===== src/rtl/micro_sequencer_axi_writer.sv =====
// ---------------------------------------------------------------------------
// micro_sequencer_axi_writer
//
// Single-outstanding AXI4-Lite write master. Each one-cycle write request
// from the micro-sequencer (axi_write with axi_waddr/axi_wdata/axi_wstrb)
// becomes one AW/W/B transaction. axi_waddr is relative and has
// C_M_AXI_ADDR_OFFSET added to it (wrapping at 2^C_M_AXI_ADDR_WIDTH).
//
// Ports:
//   M_AXI_ACLK, M_AXI_ARESET   clock, synchronous active-high reset
//   axi_wdata/axi_waddr/axi_wstrb/axi_write   request from the sequencer
//   axi_write_busy             transaction in flight (request would be dropped)
//   axi_write_failed           sticky error for the last request: error
//                              response, overrun or response timeout
//   M_AXI_AW*/W*/B*            AXI4-Lite write channels (all outputs registered)
//
// Optional feature: define MICRO_SEQ_AXI_TIMEOUT_EN to abandon a transaction
// whose B response has not arrived TIMEOUT_CYCLES clocks after entering
// RESP. Without it RESP waits indefinitely and no counter is built.
// ---------------------------------------------------------------------------
module micro_sequencer_axi_writer #(
    parameter int                            C_M_AXI_DATA_WIDTH  = 32,
    parameter int                            C_M_AXI_ADDR_WIDTH  = 32,
    parameter logic [C_M_AXI_ADDR_WIDTH-1:0] C_M_AXI_ADDR_OFFSET = 'h4000_0000,
    parameter int                            TIMEOUT_CYCLES      = 1024
) (
    input  logic                          M_AXI_ACLK,
    input  logic                          M_AXI_ARESET,
    input  logic [31:0]                   axi_wdata,
    input  logic [C_M_AXI_ADDR_WIDTH-1:0] axi_waddr,
    input  logic [3:0]                    axi_wstrb,
    input  logic                          axi_write,
    output logic                          axi_write_busy,
    output logic                          axi_write_failed,
    output logic [C_M_AXI_ADDR_WIDTH-1:0] M_AXI_AWADDR,
    output logic [2:0]                    M_AXI_AWPROT,
    output logic                          M_AXI_AWVALID,
    input  logic                          M_AXI_AWREADY,
    output logic [31:0]                   M_AXI_WDATA,
    output logic [3:0]                    M_AXI_WSTRB,
    output logic                          M_AXI_WVALID,
    input  logic                          M_AXI_WREADY,
    input  logic [1:0]                    M_AXI_BRESP,
    input  logic                          M_AXI_BVALID,
    output logic                          M_AXI_BREADY
);

    // Elaboration-time sanity checks on the configuration.
    generate
        if (C_M_AXI_DATA_WIDTH != 32) begin : g_bad_data_width
            $error("micro_sequencer_axi_writer: data width must be 32");
        end
        if (TIMEOUT_CYCLES < 1 || TIMEOUT_CYCLES > 65536) begin : g_bad_timeout
            $error("micro_sequencer_axi_writer: TIMEOUT_CYCLES out of 1..65536");
        end
    endgenerate

    typedef enum logic [1:0] {S_IDLE, S_XFER, S_RESP} state_t;

    state_t                          state_q, state_d;
    logic                            aw_done_q, aw_done_d;
    logic                            w_done_q, w_done_d;
    logic                            awvalid_q, awvalid_d;
    logic                            wvalid_q, wvalid_d;
    logic                            bready_q, bready_d;
    logic                            busy_q, busy_d;
    logic                            failed_q, failed_d;
    logic [C_M_AXI_ADDR_WIDTH-1:0]   awaddr_q, awaddr_d;
    logic [31:0]                     wdata_q, wdata_d;
    logic [3:0]                      wstrb_q, wstrb_d;

    logic aw_hs;
    logic w_hs;
    logic timeout_hit;

    assign aw_hs = awvalid_q & M_AXI_AWREADY;
    assign w_hs  = wvalid_q & M_AXI_WREADY;

`ifdef MICRO_SEQ_AXI_TIMEOUT_EN
    logic [15:0] timeout_cnt_q, timeout_cnt_d;

    // Counter is zero on RESP entry, so the hit fires on the last of
    // TIMEOUT_CYCLES RESP clocks.
    assign timeout_hit   = (state_q == S_RESP) &&
                           (timeout_cnt_q == 16'(TIMEOUT_CYCLES - 1));
    assign timeout_cnt_d = (state_q == S_RESP) ? timeout_cnt_q + 16'd1 : 16'd0;

    always_ff @(posedge M_AXI_ACLK) begin
        if (M_AXI_ARESET) begin
            timeout_cnt_q <= 16'd0;
        end else begin
            timeout_cnt_q <= timeout_cnt_d;
        end
    end
`else
    assign timeout_hit = 1'b0;
`endif

    // ---------------- state register ----------------
    always_ff @(posedge M_AXI_ACLK) begin
        if (M_AXI_ARESET) begin
            state_q   <= S_IDLE;
            aw_done_q <= 1'b0;
            w_done_q  <= 1'b0;
            awvalid_q <= 1'b0;
            wvalid_q  <= 1'b0;
            bready_q  <= 1'b1;
            busy_q    <= 1'b0;
            failed_q  <= 1'b0;
            awaddr_q  <= '0;
            wdata_q   <= '0;
            wstrb_q   <= '0;
        end else begin
            state_q   <= state_d;
            aw_done_q <= aw_done_d;
            w_done_q  <= w_done_d;
            awvalid_q <= awvalid_d;
            wvalid_q  <= wvalid_d;
            bready_q  <= bready_d;
            busy_q    <= busy_d;
            failed_q  <= failed_d;
            awaddr_q  <= awaddr_d;
            wdata_q   <= wdata_d;
            wstrb_q   <= wstrb_d;
        end
    end

    // ---------------- next-state logic ----------------
    always_comb begin
        state_d   = state_q;
        aw_done_d = aw_done_q;
        w_done_d  = w_done_q;
        case (state_q)
            S_IDLE: begin
                if (axi_write) begin
                    state_d   = S_XFER;
                    aw_done_d = 1'b0;
                    w_done_d  = 1'b0;
                end
            end
            S_XFER: begin
                aw_done_d = aw_done_q | aw_hs;
                w_done_d  = w_done_q | w_hs;
                if (aw_done_d && w_done_d) begin
                    state_d = S_RESP;
                end
            end
            S_RESP: begin
                // BREADY is always high in RESP, so BVALID alone completes.
                if (M_AXI_BVALID || timeout_hit) begin
                    state_d = S_IDLE;
                end
            end
            default: state_d = S_IDLE;
        endcase
    end

    // ---------------- output logic (next values of registered outputs) ----
    always_comb begin
        awvalid_d = awvalid_q;
        wvalid_d  = wvalid_q;
        busy_d    = busy_q;
        failed_d  = failed_q;
        awaddr_d  = awaddr_q;
        wdata_d   = wdata_q;
        wstrb_d   = wstrb_q;
        case (state_q)
            S_IDLE: begin
                // Stray BVALID here is drained by BREADY=1 and ignored.
                if (axi_write) begin
                    awvalid_d = 1'b1;
                    wvalid_d  = 1'b1;
                    busy_d    = 1'b1;
                    failed_d  = 1'b0;
                    awaddr_d  = axi_waddr + C_M_AXI_ADDR_OFFSET;
                    wdata_d   = axi_wdata;
                    wstrb_d   = axi_wstrb;
                end
            end
            S_XFER: begin
                if (aw_hs) awvalid_d = 1'b0;
                if (w_hs)  wvalid_d  = 1'b0;
                if (axi_write) failed_d = 1'b1;   // overrun: request dropped
            end
            S_RESP: begin
                if (M_AXI_BVALID) begin
                    busy_d = 1'b0;
                    if (M_AXI_BRESP != 2'b00) failed_d = 1'b1;
                end else if (timeout_hit) begin
                    busy_d   = 1'b0;
                    failed_d = 1'b1;
                end
                if (axi_write) failed_d = 1'b1;   // overrun: request dropped
            end
            default: begin
                awvalid_d = 1'b0;
                wvalid_d  = 1'b0;
                busy_d    = 1'b0;
            end
        endcase
        // BREADY is registered from the next state: low only while in XFER.
        bready_d = (state_d != S_XFER);
    end

    assign axi_write_busy   = busy_q;
    assign axi_write_failed = failed_q;
    assign M_AXI_AWADDR     = awaddr_q;
    assign M_AXI_AWPROT     = 3'b000;
    assign M_AXI_AWVALID    = awvalid_q;
    assign M_AXI_WDATA      = wdata_q;
    assign M_AXI_WSTRB      = wstrb_q;
    assign M_AXI_WVALID     = wvalid_q;
    assign M_AXI_BREADY     = bready_q;

endmodule


===== config.mk =====
export PLATFORM = sky130hd
export DESIGN_NAME = micro_sequencer_axi_writer
export DESIGN_NICKNAME = d
export VERILOG_FILES = /design/src/rtl/micro_sequencer_axi_writer.sv
export SDC_FILE = /design/constraint.sdc
export NUM_CORES = 1
export LEC_CHECK = 0
export CAP_MARGIN = 20
export CORE_MARGIN = 2
export CORE_UTILIZATION = 39
export DETAILED_ROUTE_END_ITERATION = 10
export PLACE_DENSITY = 0.8
export REMOVE_ABC_BUFFERS = 1
export SYNTH_ARGS = -nofsm -noshare
export SYNTH_HDL_FRONTEND = slang
export SYNTH_SLANG_ARGS = --single-unit

===== constraint.sdc =====
create_clock -name M_AXI_ACLK -period 1.8 [get_ports M_AXI_ACLK]
set_input_delay 0.27 -clock M_AXI_ACLK [delete_from_list [all_inputs] [get_ports M_AXI_ACLK]]
set_output_delay 0.27 -clock M_AXI_ACLK [all_outputs]
set_load 0.1 [all_outputs]

Word-level counts from Yosys, hierarchy flattened
Cells that the tools add are included.
Cells by class
  add/subtract/negate cells: 1
  equal/unequal tests: 10
  muxes and demuxes: 18
  bitwise operators: 6
  reduce and logical (&&, ||, !) cells: 11
Operators by type and width (count)
  32-bit by 31-bit adder with 32-bit output (second input constant): 1
  1-bit case mux with 3 select lines: 4
  2-bit != test (second input constant): 5
  3-bit AND reduction: 3
  1-bit 2-to-1 mux: 8
  2-bit 2-to-1 mux: 3
  3-bit != test (second input constant): 2
  2-bit case mux with 3 select lines: 1
  5-bit AND reduction: 1
  1-bit case mux with 2 select lines: 2
  2-bit AND reduction: 2
  2-bit nonzero test: 2
  3-bit nonzero test: 1
  1-bit AND: 2
  2-bit by 1-bit equality test with 1-bit output (second input constant): 1
  2-bit equality test (second input constant): 1
  2-bit zero test: 1
  2-bit by 1-bit != test with 1-bit output (second input constant): 1
  1-bit inverter: 2
  1-bit bitwise OR: 2
  1-bit logical AND: 1
Storage, ports and cells
  flip-flop bits (word level): 77
  bits of input ports: 76
  output and inout port bits: 76
  logic and storage cells: 57

Depth between registers and ports, before layout
  word-level depth: 6
  gate-level depth with buffers: 8
  gate-level depth less buffers: 6

Worst setup path before layout
Ideal clock, no wire load.
  path type: reg2reg
  from: reg state_q[0]
  to: reg failed_q, in the netlist axi_write_failed
  setup time: 0.128 ns
  arrival time: 1.490 ns
  data required time: 1.672 ns
  path slack: 0.183 ns
  cell stages (with the launch flop): 8
  path buffers: 1
  clock period less this slack: 1.617 ns
  cell sequence: dfxtp_1 > inv_1 > ha_1 > buf_6 > or3b_1 > a22oi_2 > mux2i_1 > nor2_1
On the way
  longest elaborated chain between the ends: 3
  elaborated cells between the ends (all ways): 10
  classes of those cells: eq/ne (6); mux (1); reduce/logical (3)
Ends and longest elaborated chain
  start, declared: RTL line 60  | state_t state_q, state_d;
  start signal, assigned: RTL line 114  | state_q <= state_d;
  2-bit equality test (tied with other cells): RTL line 167  | case (state_q)
  3-bit != test (no source line) (tied with other cells)
  5-bit AND reduction (no source line)
  end signal, assigned: RTL line 121  | failed_q <= failed_d;
  end, declared: RTL line 67  | logic failed_q, failed_d;
Parallel ways exist; a longest one is shown, timed or not.
A chain may end at the register's enable or synchronous reset.

Final worst setup path
  from: reg state_q[0]
  to: reg awaddr_q[31], in the netlist M_AXI_AWADDR[31]
On the way
  longest elaborated chain between the ends: 2
Ends and longest elaborated chain
  2-bit zero test: RTL line 167
  2-bit AND reduction (no source line)
  end signal, assigned: RTL line 122  | awaddr_q <= awaddr_d;
  end, declared: RTL line 68  | logic [C_M_AXI_ADDR_WIDTH-1:0] awaddr_q, awaddr_d;
No other way between the ends.

==> metrics.cfg <==
[power_and_ir_drop]
finalPower_mw = 5.11
p_clk_share_pct = 31.5
switching_share_pct = 36.2
power.density_mw_per_mm2 = 1120
p_comb_share_pct = 31.5
power_leakage_nw = 1.90
power_frac_seq_pct = 37.1
switchingPower_mw = 1.85
intPower_mw = 3.26
ir_worst_vdd_mv = 0.535

[clock_tree]
cts.sinks = 77
clock_path_buffers = 2
root_buffer = clkbuf_8
tritoncts.num_buffers = 9
cts_tree = yes
clk_pin_slew_worst_paths_ns = 0.08
cts-resized-gates = 0
htreeDepth = 3
postCtsSetupBuffers = 0
hold_buffers = 0
clk_latency_ns = 0.34

[timing]
fmax_mhz = 617
fin_tns_setup_ns = 0
drv_slew = 0
fin_crit_sh_pct = 90.0
rsz0062_at_grt = no
fin_crit_ns = 1.62
finalClockSkew_ns = 0.00979
fin_ws_ns = 0.180
hold_violations = 0
fin_hold_ws_ns = 0.360
finalSetupViolations = 0

[die]
start_util_pct = 39.8
fp.dieArea_mm2 = 0.00799
core-area_mm2 = 0.00714
chipHeight_um = 89.4
num_io_pins = 152
rows = 31
die_width_um = 89.4

[drt]
dr.first_iter.drc_count = 100
vias = 2814
drt-wirelength-per-cell_um = 12.6
ant_nets = 0
drc_errors = 0
routed_via_density = 4.67
wl_mm = 7.60
dr.pass1.iters = 6

[job]
drv_cap = 0

[hold_path]
hold_path.class = input port to register
hp-start = M_AXI_ARESET

[layout]
stdcell_area_mm2 = 0.00455
final_util_pct = 63.7
fin_cells = 602
drive_above_1_share_pct = 20.7
nets = 578
area.growth.synth_to_final_pct = 60.0
antenna_cells = 0
fillers = 673

[critical_path]
cp_max_fo = 38
cp-startpoint = state_q[0]
start_kind = register
cp_data_arrival_time_ns = 1.85
path_cells = inv_1 > ha_1 > buf_4 > and2_2 > buf_12 > nor2_1 > a211oi_1
worstReg2RegStart = state_q[0]
critPathSlowestCell = dfxtp_1
slowest_delay_ns = 0.34
path_class = register to register
required_ns = 2.03
path_buf_inv = 3
endpoint_kind = register
cpLargestDelayFamily = buffers and inverters

[global_route]
grt_max_degree = 44
overflow = 0
grt_usage_pct = 18.4
grt_first_pass_wirelength_mm = 11.4
grt_pass1_vias = 2576
antenna_found_initial = 0

[yosys]
yosysMostFrequentCell = nand2_1
synth_flop_cell = dfxtp_1
syn_area_mm2 = 0.00284
synth-seq-area-share_pct = 54.2
synth_top_cell_area_share_pct = 54.2
syn_avg_cell_area_um2 = 8.01
synth_common_cells = 133 x nand2_1, 77 x dfxtp_1, 70 x a21oi_1, 12 x buf_2, 11 x clkbuf_1
ys.warnings.count = 0
ys_ff_latch = 77
ys_types = 25
netlist.top_cell.by_area = dfxtp_1
synth-edff-count = 0
synthCells = 355
synth.area.top_cells = dfxtp_1 54%, nand2_1 18%, a21oi_1 12%
async_reset_ff_share_pct = 0

[placed_design]
post-place-cells = 586
gp_congestion = 0.774
detailed_place.area_mm2 = 0.00429
dp_hpwl_mm = 5.48
port_buffers = 148
dp_slack_ns = 0.0850

[run_status]
status = finished, final reports clean

-- flip-flops by register name, summed over array words and instances, names as in the netlist --
name and count:
M_AXI_AWADDR 32, axi_write_busy 1, axi_write_failed 1, aw_done_q 1, w_done_q 1, M_AXI_BREADY 1
M_AXI_WSTRB 4, state_q 2, M_AXI_WDATA 32, M_AXI_AWVALID 1, M_AXI_WVALID 1
-- area by class of cell --
class / instances / area [um^2] / area share [%]
clock buffer: 11 / 151 / 3.33
clock inverter: 5 / 106 / 2.34
inverter: 3 / 11.3 / 0.248
multi-input combinational: 249 / 1160 / 25.5
sequential: 77 / 1540 / 33.9
tap: 99 / 124 / 2.72
timing repair buffer: 158 / 1460 / 32.0
-- kinds of logic (layout without fill, tap and decap cells) --
logic type               after synthesis  in the layout  synth area share (%)
adder cells (fa/ha/maj)                4              4                  1.76
AND/OR/NAND/NOR                      151            151                  20.8
flip-flops                            77             77                  54.2
multiplexers                           3              3                  1.06
other                                  1              3                 0.132
XOR/XNOR                               1              1                 0.308
AO/OA/AOI/OAI                         87             87                  16.3
buffers and inverters                 31            177                  5.41
-- power by group through the flow --
stage | clock (mW) | combinational (mW) | sequential (mW)
6_report | 1.61 | 1.61 | 1.90
5_1_grt | 1.70 | 1.69 | 1.91
4_1_cts | 1.65 | 1.62 | 1.90
3_5_place_dp | 0 | 1.61 | 1.93
3_3_place_gp | 0 | 1.60 | 1.93
2_1_floorplan | 0 | 0.266 | 2.76
-- worst register-to-register path: stages, from the launching register on --
cell      delay, ns
dfxtp_1        0.34
inv_1          0.09
ha_1           0.17
buf_4          0.16
and2_2         0.22
buf_12         0.21
nor2_1         0.07
a211oi_1       0.26
-- layer usage --
layer | vias to the layer above | wire length, um | global-route usage [%]
met4 | 0 | 77 | 6.51
met3 | 8 | 553 | 4.62
met1 | 1274 | 3170 | 20.7
met5 | - | 0 | 0
li1 | 1436 | - | -
met2 | 96 | 3800 | 33.5
-- layout by cell type (no fill, tap or decap), types with 2 or more instances in the layout --
cell type          n
a211oi_1           4
a21oi_1           70
a31oi_1            2
buf_12             7
buf_4             76
bufinv_16          3
clkbuf_8          11
clkdlybuf4s50_1   74
conb_1             3
dfxtp_1           77
ha_1               4
inv_1              3
mux2i_1            3
nand2_1          132
nor2_1             6
nor2b_1            3
nor3_1             6
o21ai_0            6
o21ai_1            2
-- path summary, 6_finish.rpt --
path	endpoint	slack, ns	cells after the start
setup / recovery	M_AXI_AWADDR[31]	0.18	7
hold / removal	axi_write_failed	0.36	2
setup reg to reg	M_AXI_AWADDR[31]	0.18	7
hold reg to reg	M_AXI_WDATA[17]	0.46	2
Power figures use the tool's default switching activity.
